[config.mk]
export PLATFORM = sky130hd
export DESIGN_NAME = imgproc_msg_reader
export DESIGN_NICKNAME = d
export VERILOG_FILES = /design/src/rtl/imgproc_msg_reader.sv
export SDC_FILE = /design/constraint.sdc
export NUM_CORES = 1
export LEC_CHECK = 0
export ABC_AREA = 1
export ABC_CLOCK_PERIOD_IN_PS = 3600
export BUFFER_PORTS_ARGS = -buffer_cell sky130_fd_sc_hd__buf_2
export CELL_PAD_IN_SITES_DETAIL_PLACEMENT = 1
export CELL_PAD_IN_SITES_GLOBAL_PLACEMENT = 2
export CORE_ASPECT_RATIO = 0.9
export CORE_MARGIN = 3
export CORE_UTILIZATION = 34
export CTS_CLUSTER_DIAMETER = 100
export DETAILED_ROUTE_END_ITERATION = 12
export PLACE_DENSITY_LB_ADDON = 0.1
export SYNTH_ARGS = -nofsm -noshare
export SYNTH_HDL_FRONTEND = slang
export SYNTH_SLANG_ARGS = --single-unit
[constraint.sdc]
create_clock -name clk -period 3.6 [get_ports clk]
set_input_delay 0.72 -clock clk [delete_from_list [all_inputs] [get_ports clk]]
set_output_delay 0.72 -clock clk [all_outputs]
set_load 0.01 [all_outputs]
[src/rtl/imgproc_msg_reader.sv]
// imgproc_msg_reader
//
// Avalon-MM master that drains the bounding-box message FIFO of the
// image-processing slave. After checking the slave ID, it polls the status
// register. When a complete 11-word "RBB" message is queued, it reads the
// message into a shadow buffer and validates every word. A good message is
// published to res_* in a single cycle, with a res_valid pulse. A malformed
// message flushes the slave FIFO and bumps err_count.
//
// Ports
//   clk, reset_n      clock, synchronous active-low reset
//   enable            allow status polling (sampled only while waiting)
//   m_chipselect, m_read, m_write, m_address, m_writedata
//                     Avalon-MM master command outputs (all registered)
//   m_readdata        slave read data, valid one cycle after the read strobe
//   res_cx/cy/w/h     5 x 11-bit fields; colour k at [11k+10:11k]
//                     (red, green, blue, grey, yellow)
//   res_present       bit k set when colour k lies inside the image
//   res_valid         one-cycle pulse when res_* is updated
//   err_count         malformed messages seen, saturating at 255
//   id_error          slave ID mismatch; the block is halted
//   busy              high while a bus transaction sequence is in progress
module imgproc_msg_reader #(
  parameter int unsigned POLL_CYCLES = 1024,
  parameter int unsigned MSG_WORDS   = 11,
  parameter int unsigned IMAGE_W     = 640,
  parameter int unsigned IMAGE_H     = 480,
  parameter logic [31:0] EXPECTED_ID = 32'h1234EEE2
) (
  input  logic        clk,
  input  logic        reset_n,
  input  logic        enable,
  output logic        m_chipselect,
  output logic        m_read,
  output logic        m_write,
  output logic [2:0]  m_address,
  output logic [31:0] m_writedata,
  input  logic [31:0] m_readdata,
  output logic [54:0] res_cx,
  output logic [54:0] res_cy,
  output logic [54:0] res_w,
  output logic [54:0] res_h,
  output logic [4:0]  res_present,
  output logic        res_valid,
  output logic [7:0]  err_count,
  output logic        id_error,
  output logic        busy
);

  localparam int unsigned NCOL  = 5;
  localparam int unsigned SH_N  = 2 * NCOL;
  localparam int unsigned CNT_W = (POLL_CYCLES > 1) ? $clog2(POLL_CYCLES) : 1;
  localparam int unsigned IDX_W = $clog2(MSG_WORDS);

  localparam logic [2:0]  ADDR_STAT = 3'd0;
  localparam logic [2:0]  ADDR_MSG  = 3'd1;
  localparam logic [2:0]  ADDR_ID   = 3'd2;
  localparam logic [31:0] HEADER    = 32'h00524242;
  localparam logic [31:0] FLUSH_CMD = 32'h00000010;

  typedef enum logic [3:0] {
    S_RD_ID, S_CAP_ID, S_POLL_WAIT, S_RD_STAT, S_CAP_STAT,
    S_RD_MSG, S_CAP_MSG, S_FLUSH, S_COMMIT, S_HALT
  } state_t;

  state_t             state_q;
  logic [CNT_W-1:0]   cnt_q;
  logic [IDX_W-1:0]   idx_q;
  logic               cs_q, rd_q, wr_q;
  logic [2:0]         addr_q;
  logic [31:0]        wdata_q;
  logic [54:0]        res_cx_q, res_cy_q, res_w_q, res_h_q;
  logic [4:0]         res_present_q;
  logic               res_valid_q;
  logic [7:0]         err_count_q;
  logic               id_error_q;
  logic               busy_q;

  // Only the two 11-bit fields of each body word are kept: {[26:16], [10:0]}.
  logic [21:0]        shadow_q [SH_N];

  logic [54:0]        res_cx_d, res_cy_d, res_w_d, res_h_d;
  logic [4:0]         res_present_d;
  logic [7:0]         err_count_d;
  logic               word_ok;
  logic [IDX_W-1:0]   sh_idx;

  assign err_count_d = (err_count_q == 8'hFF) ? err_count_q : err_count_q + 8'd1;
  assign sh_idx      = idx_q - IDX_W'(1);

  always_comb begin
    word_ok = 1'b0;
    if (idx_q == '0) begin
      word_ok = (m_readdata == HEADER);
    end else begin
      word_ok = (m_readdata[31:27] == 5'd0) && (m_readdata[15:11] == 5'd0);
    end
  end

  // Shadow entry 2k holds {cx, cy} and entry 2k+1 holds {h, w} for colour k.
  always_comb begin
    res_cx_d      = '0;
    res_cy_d      = '0;
    res_w_d       = '0;
    res_h_d       = '0;
    res_present_d = '0;
    for (int k = 0; k < NCOL; k++) begin
      res_cx_d[11*k +: 11] = shadow_q[2*k][21:11];
      res_cy_d[11*k +: 11] = shadow_q[2*k][10:0];
      res_h_d[11*k +: 11]  = shadow_q[2*k+1][21:11];
      res_w_d[11*k +: 11]  = shadow_q[2*k+1][10:0];
      res_present_d[k]     = (shadow_q[2*k+1][10:0] < 11'(IMAGE_W)) &&
                             (shadow_q[2*k+1][21:11] < 11'(IMAGE_H));
    end
  end

  // The shadow buffer is data only; it is fully rewritten before any commit.
  always_ff @(posedge clk) begin
    if (state_q == S_CAP_MSG && idx_q != '0 && idx_q <= IDX_W'(SH_N)) begin
      shadow_q[sh_idx] <= {m_readdata[26:16], m_readdata[10:0]};
    end
  end

  // Bus outputs are registered: each transition into an RD_*/FLUSH state
  // raises the strobe for exactly that state's cycle, so reads are always
  // separated by a capture cycle.
  always_ff @(posedge clk) begin
    if (!reset_n) begin
      state_q       <= S_RD_ID;
      cnt_q         <= '0;
      idx_q         <= '0;
      cs_q          <= 1'b0;
      rd_q          <= 1'b0;
      wr_q          <= 1'b0;
      addr_q        <= '0;
      wdata_q       <= '0;
      res_cx_q      <= '0;
      res_cy_q      <= '0;
      res_w_q       <= '0;
      res_h_q       <= '0;
      res_present_q <= '0;
      res_valid_q   <= 1'b0;
      err_count_q   <= '0;
      id_error_q    <= 1'b0;
      busy_q        <= 1'b0;
    end else begin
      res_valid_q <= 1'b0;
      case (state_q)
        // Leaving reset the strobes are low, so the first RD_ID cycle
        // raises the ID read and the second one completes it.
        S_RD_ID: begin
          if (!rd_q) begin
            cs_q   <= 1'b1;
            rd_q   <= 1'b1;
            addr_q <= ADDR_ID;
            busy_q <= 1'b1;
          end else begin
            cs_q    <= 1'b0;
            rd_q    <= 1'b0;
            addr_q  <= '0;
            state_q <= S_CAP_ID;
          end
        end
        S_CAP_ID: begin
          busy_q <= 1'b0;
          if (m_readdata == EXPECTED_ID) begin
            cnt_q   <= CNT_W'(POLL_CYCLES - 1);
            state_q <= S_POLL_WAIT;
          end else begin
            id_error_q <= 1'b1;
            state_q    <= S_HALT;
          end
        end
        S_POLL_WAIT: begin
          if (cnt_q != '0) begin
            cnt_q <= cnt_q - CNT_W'(1);
          end else if (enable) begin
            cs_q    <= 1'b1;
            rd_q    <= 1'b1;
            addr_q  <= ADDR_STAT;
            busy_q  <= 1'b1;
            state_q <= S_RD_STAT;
          end
        end
        S_RD_STAT: begin
          cs_q    <= 1'b0;
          rd_q    <= 1'b0;
          addr_q  <= '0;
          state_q <= S_CAP_STAT;
        end
        S_CAP_STAT: begin
          if (m_readdata[15:8] >= 8'(MSG_WORDS)) begin
            idx_q   <= '0;
            cs_q    <= 1'b1;
            rd_q    <= 1'b1;
            addr_q  <= ADDR_MSG;
            state_q <= S_RD_MSG;
          end else begin
            busy_q  <= 1'b0;
            cnt_q   <= CNT_W'(POLL_CYCLES - 1);
            state_q <= S_POLL_WAIT;
          end
        end
        S_RD_MSG: begin
          cs_q    <= 1'b0;
          rd_q    <= 1'b0;
          addr_q  <= '0;
          state_q <= S_CAP_MSG;
        end
        S_CAP_MSG: begin
          if (!word_ok) begin
            cs_q    <= 1'b1;
            wr_q    <= 1'b1;
            addr_q  <= ADDR_STAT;
            wdata_q <= FLUSH_CMD;
            state_q <= S_FLUSH;
          end else if (idx_q == IDX_W'(MSG_WORDS - 1)) begin
            state_q <= S_COMMIT;
          end else begin
            idx_q   <= idx_q + IDX_W'(1);
            cs_q    <= 1'b1;
            rd_q    <= 1'b1;
            addr_q  <= ADDR_MSG;
            state_q <= S_RD_MSG;
          end
        end
        S_FLUSH: begin
          cs_q        <= 1'b0;
          wr_q        <= 1'b0;
          addr_q      <= '0;
          wdata_q     <= '0;
          err_count_q <= err_count_d;
          busy_q      <= 1'b0;
          cnt_q       <= CNT_W'(POLL_CYCLES - 1);
          state_q     <= S_POLL_WAIT;
        end
        S_COMMIT: begin
          res_cx_q      <= res_cx_d;
          res_cy_q      <= res_cy_d;
          res_w_q       <= res_w_d;
          res_h_q       <= res_h_d;
          res_present_q <= res_present_d;
          res_valid_q   <= 1'b1;
          busy_q        <= 1'b0;
          cnt_q         <= CNT_W'(POLL_CYCLES - 1);
          state_q       <= S_POLL_WAIT;
        end
        S_HALT: begin
          state_q <= S_HALT;
        end
        default: begin
          state_q <= S_RD_ID;
        end
      endcase
    end
  end

  assign m_chipselect = cs_q;
  assign m_read       = rd_q;
  assign m_write      = wr_q;
  assign m_address    = addr_q;
  assign m_writedata  = wdata_q;
  assign res_cx       = res_cx_q;
  assign res_cy       = res_cy_q;
  assign res_w        = res_w_q;
  assign res_h        = res_h_q;
  assign res_present  = res_present_q;
  assign res_valid    = res_valid_q;
  assign err_count    = err_count_q;
  assign id_error     = id_error_q;
  assign busy         = busy_q;

endmodule
* After elaboration in Yosys (flattened, before gate mapping)
Memories as Yosys holds them, arrays and structs flattened. A register that Yosys moved wholly into a read port is not among the register bits.
Index checks and enable logic that the tools add are counted.
** Storage, ports and cells
- Register bits after elaboration :: 182
- Bits in writable memories :: 220
- Memories :: 1
** Memories
- shadow_q :: depth 10, width 22, read ports 10, clocked after Yosys merged registers in 5, write ports 1, RTL line 80 : logic [21:0] shadow_q [SH_N];
** Cells by class
- Add/subtract/negate cells :: 4
- Magnitude comparators :: 12
- Equality and inequality tests :: 25
- Mux-type cells :: 43
- Bitwise logic cells :: 2
- Reductions and logical operators :: 38
** Operator list (number)
- case mux 32 bit (2 select lines) :: 1
- less-than comparator 11 x 10 -> 1 bit (second input constant) :: 5
- less-than comparator 11 x 9 -> 1 bit (second input constant) :: 5
- case mux 10 bit (4 select lines) :: 1
- 2-to-1 mux 4 bit :: 9
- case mux 4 bit (9 select lines) :: 1
- equality test 32 x 23 -> 1 bit (second input constant) :: 1
- equality test 32 x 29 -> 1 bit (second input constant) :: 1
- 2-to-1 mux 32 bit :: 1
- 2-to-1 mux 10 bit :: 3
- inequality test 2 bit (second input constant) :: 11
- 2-to-1 mux 3 bit :: 6
- equality test 4 x 3 -> 1 bit (second input constant) :: 4
- case mux 3 bit (5 select lines) :: 1
- 2-to-1 mux 1 bit :: 14
- equality test 4 bit (second input constant) :: 3
- nonzero test 4 bit :: 3
- logical NOT 5 bit :: 2
- case mux 1 bit (5 select lines) :: 2
- AND reduction 5 bit :: 2
- nonzero test 10 bit :: 1
- nonzero test 5 bit :: 2
- subtractor 10 x 1 -> 10 bit (second input constant) :: 1
- adder 8 x 1 -> 8 bit (second input constant) :: 1
- other kinds (23) :: 43

* Logic depth before layout (Yosys ltp)
Gate-level depths: netlist of the first run.
- Word-level depth :: 5
- Gate-level depth with buffers :: 14
- Gate-level depth less buffers :: 14

* Worst setup path before layout of the first run
Ideal clock, no wire load.
- Kind :: reg2reg
- From :: register idx_q[0]
- To :: memory shadow_q[6][0] (enable)
- Setup time :: 429 ps
- Data arrival time :: 2774 ps
- Slack :: 398 ps
- Cell stages (with the launch flop) :: 9
- Path buffers :: 0
- Cell sequence :: dfxtp_1 inv_1 ha_1 nand3_1 nand2_1 nor2_1 nor3_1 inv_1 nor3_1
** On the way
- Word-level cells in the longest chain between the ends :: 5
** Ends and longest elaborated chain
- start: declaration :: RTL line 68 : logic [IDX_W-1:0] idx_q;
- start signal: assignment :: RTL line 220 : idx_q <= idx_q + IDX_W'(1);
- parallel branches: the longest is 5 deep, another holds less-or-equal comparator 4 bit
- end: declaration :: RTL line 80
Parallel ways; which one is timed is not known.

* Worst setup path after layout of the first run
- From :: register idx_q[0]
- To :: memory shadow_q[4][12] (enable)
Same word-level chain as after synthesis.

==> results.sh, run 1 <==
export IMPL_setup_tns_ps=0
export IMPL_crit_buf_inv=1
export IMPL_period_share_pct=73.4
export IMPL_crit_path_start="idx_q[0]"
export IMPL_fp_dieW_um=242
export IMPL_grt_pass1_wl_um=81000
export IMPL_critical_path_max_stage_delay_ps=670
export IMPL_power_switching_mw=4.83
export IMPL_synth_area_um2=17100
export IMPL_internal_power_mw=10.7
export IMPL_min_period_ps=2640
export IMPL_nets=1965
export IMPL_worstPathMaxFanout=22
export IMPL_rrSetupSlack_ps=960
export IMPL_switching_share_pct=31.1
export IMPL_grt_pass1_vias=12659
export IMPL_async_reset_ff_share_pct=0
export IMPL_start_util_pct=34.6
export IMPL_rsz0062_at_grt="no"
export IMPL_r2r_worst_path_cells=8
export IMPL_wl_per_cell_um=20.7
export IMPL_clkPwrFrac_pct=34.4
export IMPL_yosys_warnings=0
export IMPL_r2r_start="idx_q[0]"
export IMPL_end_kind="register"
export IMPL_clock_latency_ps=600
export IMPL_hold_viol=0
export IMPL_rows=77
export IMPL_dp_slack_ps=682
export IMPL_path_cells="inv_1 > ha_1 > nand3_1 > nand2_1 > nor2_1 > nor3_1 > nand2_1 > nor2_4"
export IMPL_hold_buffers=0
export IMPL_route_detailed_drc=0
export IMPL_ir_worst_vdd_mv=0.379
export IMPL_slowest_stage="nor2_4"
export IMPL_viasPerCell=4.74
export IMPL_synth_common_cells="nor2_1 (498), dfxtp_1 (259), edfxtp_1 (220), o21ai_0 (197), nand2_1 (111)"
export IMPL_grt_max_degree=156
export IMPL_syn_to_final_growth_pct=22.2
export IMPL_ys_seq_area_share_pct=69.1
export IMPL_fp_dieH_um=219
export IMPL_ctsResizeCount=0
export IMPL_dr_total_vias=12494
export IMPL_worstSetupPathType="reg2reg"
export IMPL_synth_most_common_cell="nor2_1"
export IMPL_gp_congestion=0.825
export IMPL_cp_endpoint="shadow_q[4][12]"
export IMPL_yosys_area_top_type_share_pct=38.7
export IMPL_p_seq_share_pct=43.8
export IMPL_yosysTopAreaCell="edfxtp_1"
export IMPL_grt_usage_pct=20.3
export IMPL_syn_area_per_cell_um2=10.4
export IMPL_antenna_found_initial=0
export IMPL_portBuffers=276
export IMPL_cts_root_buf="clkbuf_16"
export IMPL_synth_edf_count=220
export IMPL_power_density_nw_per_um2=743
export IMPL_worstSetupPathDepth=8
export IMPL_critPathRequiredTime_ps=3800
export IMPL_layout_setup_ws_ps=959
export IMPL_drtAntennaViolNets=0
export IMPL_synthTopCellsByArea="edfxtp_1 (39%), dfxtp_1 (30%), nor2_1 (11%), o21ai_0 (5.8%), nand2_1 (2.4%)"
export IMPL_drv_slew=0
export IMPL_drv_cap=0
export IMPL_core_um2=49300
export IMPL_slew_headroom_pct=46.0
export IMPL_crit_family="simple AND/OR/NAND/NOR gates"
export IMPL_syn_inst=1645
export IMPL_worst_ep_arrival_time_ps=2840
export IMPL_synthFlopType="dfxtp_1"
export IMPL_cts_buffers=52
export IMPL_drive_gt1_share_pct=21.9
export IMPL_dieArea_um2=52900
export IMPL_cts_setup_buffers=0
export IMPL_outcome="complete, no violations"
export IMPL_fin_total_pwr_mw=15.5
export IMPL_post_dp_hpwl_um=35800
export IMPL_cp_start_kind="register"
export IMPL_worstReg2RegEnd="shadow_q[4][12]"
export IMPL_dr_pass1_iters=4
export IMPL_p_comb_share_pct=21.8
export IMPL_max_freq_mhz=379
export IMPL_final_setup_skew_ps=35.5
export IMPL_setup_violations=0
export IMPL_hp_class="reg2reg"
export IMPL_pin_count=309
export IMPL_grt_ovfl_total=0
export IMPL_cts_buffer_depth=3
export IMPL_cts_tree="built"
export IMPL_n_antenna_cell=0
export IMPL_cts_sinks=479
export IMPL_hold_ws_ps=462
export IMPL_synth_cell_types=43
export IMPL_clk_pin_slew_worst_paths_ps=60
export IMPL_synth_seq_cells=479
export IMPL_first_iter_violations=709
export IMPL_place_area_um2=19100
export IMPL_cts_max_level=2
export IMPL_final_cell_area_um2=20900
export IMPL_p_leak_nw=8.32
export IMPL_drt_wl_total_um=54500
export IMPL_crit_path_frequent_cell="nand2_1"
export IMPL_worst_pin_slew_ps=808
power groups by stage:
stage                     Combinational, mW  Clock (mW)  Sequential [mW]
after CTS                              3.46        5.48             6.82
final                                  3.38        5.33             6.80
after detailed placement               3.45           0             6.93
after global routing                   3.85        5.73             6.88
after floorplan                        1.81           0             7.12
after global placement                 3.39           0             6.91
routing by layer:
layer,up-vias,part of all wire (%),global-route usage (%)
met1,6195,46,27.5
met2,253,47,33.5
li1,5988,-,-
met3,58,5.1,3.94
met5,-,0,0
met4,0,1.5,4.81
cell usage in the layout, fill, tap and decap left out, types with 3 or more instances in the layout:
cell | netlist | final
a211oi_1 | 5 | 5
a21oi_1 | 34 | 34
buf_12 | 0 | 3
buf_2 | 21 | 275
buf_4 | 34 | 26
clkbuf_1 | 53 | 16
clkbuf_16 | 0 | 53
clkbuf_8 | 0 | 13
clkinv_1 | 1 | 3
clkinv_2 | 0 | 7
conb_1 | 1 | 32
dfxtp_1 | 259 | 259
edfxtp_1 | 220 | 220
ha_1 | 8 | 8
inv_1 | 55 | 55
inv_2 | 7 | 6
nand2_1 | 111 | 111
nand2_2 | 5 | 4
nand3_1 | 28 | 28
nand4_1 | 23 | 23
nor2_1 | 498 | 492
nor2_2 | 4 | 9
nor2_4 | 2 | 3
nor3_1 | 12 | 8
nor3_2 | 2 | 6
o21ai_0 | 197 | 197
o21ai_1 | 35 | 35
or2_2 | 4 | 4
cell type report:
type	count	area (um^2)
Multi-Input combinational cell	1020	4610
Clock buffer	82	1570
Inverter	64	250
Tap cell	671	840
Clock inverter	15	164
Sequential cell	479	11800
Timing Repair Buffer	305	1640
Fill cell	5581	28500
flip-flops by register name, summed over array words and instances, names as in the netlist, 2 cells and up:
| register | count |
|---|---|
| cnt_q | 10 |
| err_count | 8 |
| idx_q | 4 |
| m_address | 2 |
| res_cx | 55 |
| res_cy | 55 |
| res_h | 55 |
| res_present | 5 |
| res_w | 55 |
| shadow_q | 220 |
| state_q | 4 |
through the flow:
step | instances | util, %
floorplan | 1676 | -
global placement | 2539 | 38.8
detailed placement | 2539 | 38.8
CTS | 2636 | 42.3
global route | 2636 | 42.3
finish | 2636 | 42.3
logic make-up after synthesis:
family | share of synthesized area, %
AOI/OAI and AO/OA | 8.34
xor gates and xnor gates | 0.205
adders and majority gates | 0.586
buffers and inverters | 4.91
DFF | 69.1
other | 0.0220
and+or+nand+nor | 16.9
worst reg2reg max path, stage by stage (launching register included):
cell and delay, ps:
dfxtp_1 360, inv_1 150, ha_1 190, nand3_1 180, nand2_1 110, nor2_1 40
nor3_1 310, nand2_1 230, nor2_4 670
worst min-delay path by stage:
stage	start	to	slack, ps	depth (start not counted)
after global routing	m_readdata[23]	shadow_q[8][18]	480	1
after floorplan	cnt_q[0]	cnt_q[0]	450	1
after global placement	id_error	id_error	450	2
after detailed placement	busy	busy	460	2
after CTS	busy	busy	470	2
final	busy	busy	460	2
Power figures use the tool's default switching activity.
==> inputs of run 2 (changes only) <==
- ABC_CLOCK_PERIOD_IN_PS: 3600 -> 2500
- clock period: 3.6 -> 2.5 ns (I/O delays scaled with it)
==> run 2 against run 1 <==
Setup slack got worse by 710 ps. Critical path depth did not move. Sequential share of layout area fell by 1.0 points. Combinational power rose by 44%. Clock skew fell by 22 ps. Register-to-register slack got worse by 710 ps. Non-clock buffer count rose by 22. Count of clock-buffer cells in the layout fell by 9. Critical endpoint is now shadow_q[6][21]. Largest power group unchanged.
==> results.sh, run 2 (synthesized netlist as in run 1, its figures left out) <==
export IMPL_outcome="complete, no violations"
export IMPL_final_common_cell="nor2_1"
export IMPL_fp_dieW_um=242
export IMPL_dieArea_um2=52900
export IMPL_grt_max_degree=123
export IMPL_power_density_nw_per_um2=1060
export IMPL_grt_usage_pct=19.9
export IMPL_cts_tree="built"
export IMPL_switching_share_pct=30.7
export IMPL_max_freq_mhz=444
export IMPL_p_seq_share_pct=43.7
export IMPL_dr_total_vias=12563
export IMPL_wl_per_cell_um=20.1
export IMPL_rrSetupSlack_ps=250
export IMPL_clk_pin_slew_worst_paths_ps=60
export IMPL_antenna_found_initial=3
export IMPL_hold_start="m_readdata[8]"
export IMPL_cts_buffer_depth=3
export IMPL_p_leak_nw=8.52
export IMPL_rows=77
export IMPL_route_detailed_drc=0
export IMPL_cts_buffers=50
export IMPL_clkPwrFrac_pct=34.7
export IMPL_nets=1985
export IMPL_rsz0062_at_grt="no"
export IMPL_period_share_pct=90.1
export IMPL_r2r_worst_path_cells=8
export IMPL_setup_violations=0
export IMPL_mostFrequentLayoutCells="nor2_1 (492), buf_2 (275), dfxtp_1 (259)"
export IMPL_cts_sinks=479
export IMPL_largest_reg_flops=220
export IMPL_hold_path_depth=1
export IMPL_r2r_start="idx_q[0]"
export IMPL_num_fill_cells=5552
export IMPL_cts_max_level=2
export IMPL_grt_pass1_vias=12671
export IMPL_final_setup_skew_ps=13.3
export IMPL_dr_pass1_iters=5
export IMPL_drv_slew=0
export IMPL_ir_worst_vdd_mv=0.562
export IMPL_hold_buffers=0
export IMPL_grt_ovfl_total=0
export IMPL_hold_viol=0
export IMPL_pin_count=309
export IMPL_viasPerCell=4.73
export IMPL_drive_gt1_share_pct=22.8
export IMPL_fp_dieH_um=219
export IMPL_largest_register="shadow_q"
export IMPL_critPathRequiredTime_ps=2790
export IMPL_cts_root_buf="clkbuf_16"
export IMPL_drv_cap=0
export IMPL_cts_setup_buffers=0
export IMPL_worst_ep_arrival_time_ps=2550
export IMPL_worstSetupPathType="reg2reg"
export IMPL_drt_wl_total_um=53400
export IMPL_start_util_pct=34.6
export IMPL_place_inst=2561
export IMPL_power_switching_mw=6.92
export IMPL_p_comb_share_pct=21.6
export IMPL_clock_latency_ps=590
export IMPL_portBuffers=276
export IMPL_core_um2=49300
export IMPL_slew_headroom_pct=57.5
export IMPL_grt_pass1_wl_um=79400
export IMPL_first_iter_violations=733
export IMPL_end_kind="register"
export IMPL_gp_congestion=0.798
export IMPL_post_dp_hpwl_um=37100
export IMPL_internal_power_mw=15.6
export IMPL_syn_to_final_growth_pct=24.5
export IMPL_cp_start_kind="register"
export IMPL_final_cells=2656
export IMPL_crit_path_start="idx_q[0]"
export IMPL_worst_pin_slew_ps=631
export IMPL_fin_util_pct=43.1
export IMPL_drtAntennaViolNets=0
export IMPL_min_period_ps=2250
export IMPL_hp_class="in2reg"
export IMPL_worstPathMaxFanout=22
[run 2: layout make-up]
class | instances | area (um^2) | share of cell area [%]
diodes | 1 | 2.50 | 0.0118
clock buffers | 73 | 1470 | 6.89
clock inverters | 21 | 282 | 1.32
inverters | 64 | 250 | 1.18
multi-input cells | 1020 | 4640 | 21.8
flip-flops and latches | 479 | 11800 | 55.5
well taps | 671 | 840 | 3.95
repair buffers | 327 | 1980 | 9.33
[run 2: through the flow]
step	worst slack [ps]	area (um^2)	hold slack [ps]	power [mW]	TNS [ps]
2_1_floorplan	-93.8	17200	445	12.9	-18170
3_3_place_gp	219	19500	448	14.9	0
3_5_place_dp	184	19500	447	15.0	0
4_1_cts	168	21200	179	22.9	0
5_1_grt	89.8	21300	197	23.9	0
6_report	248	21300	203	22.5	0
[run 2: timing repair]
action,in CTS,in global routing
resized for setup,0,2
endpoints found under the setup margin,0,39
hold endpoints to repair,0,0
[run 2: critical path, cell delays in order, from the launching register on]
cell and delay, ps:
dfxtp_1 440, inv_1 130, ha_1 250, inv_1 190, nand2_1 100, nand2_1 100, nand2_1 240, nor3_4 280
buf_12 210
[run 2: layer usage]
metal	routed length, um	part of all wire (%)	GRT usage (%)	up-vias
li1	-	-	-	6021
met1	24200	45	26.5	6213
met2	25500	48	33.2	272
met3	2590	4.8	3.63	57
met4	1090	2.0	5.73	0
met5	0	0	0	-
[run 2: final timing paths]
| check | end |
|---|---|
| worst min-delay path | shadow_q[2][8] |
| worst max register to register | shadow_q[6][21] |
| worst min register to register | id_error |
| worst max-delay path | shadow_q[6][21] |
[run 2: power groups by stage]
stage	sequential, mW	combinational, mW	clock, mW
after floorplan	10.2	2.61	0
after global placement	10.0	4.84	0
after detailed placement	10.0	4.96	0
after CTS	9.87	4.98	8.02
after global routing	9.97	5.54	8.37
final	9.85	4.87	7.83
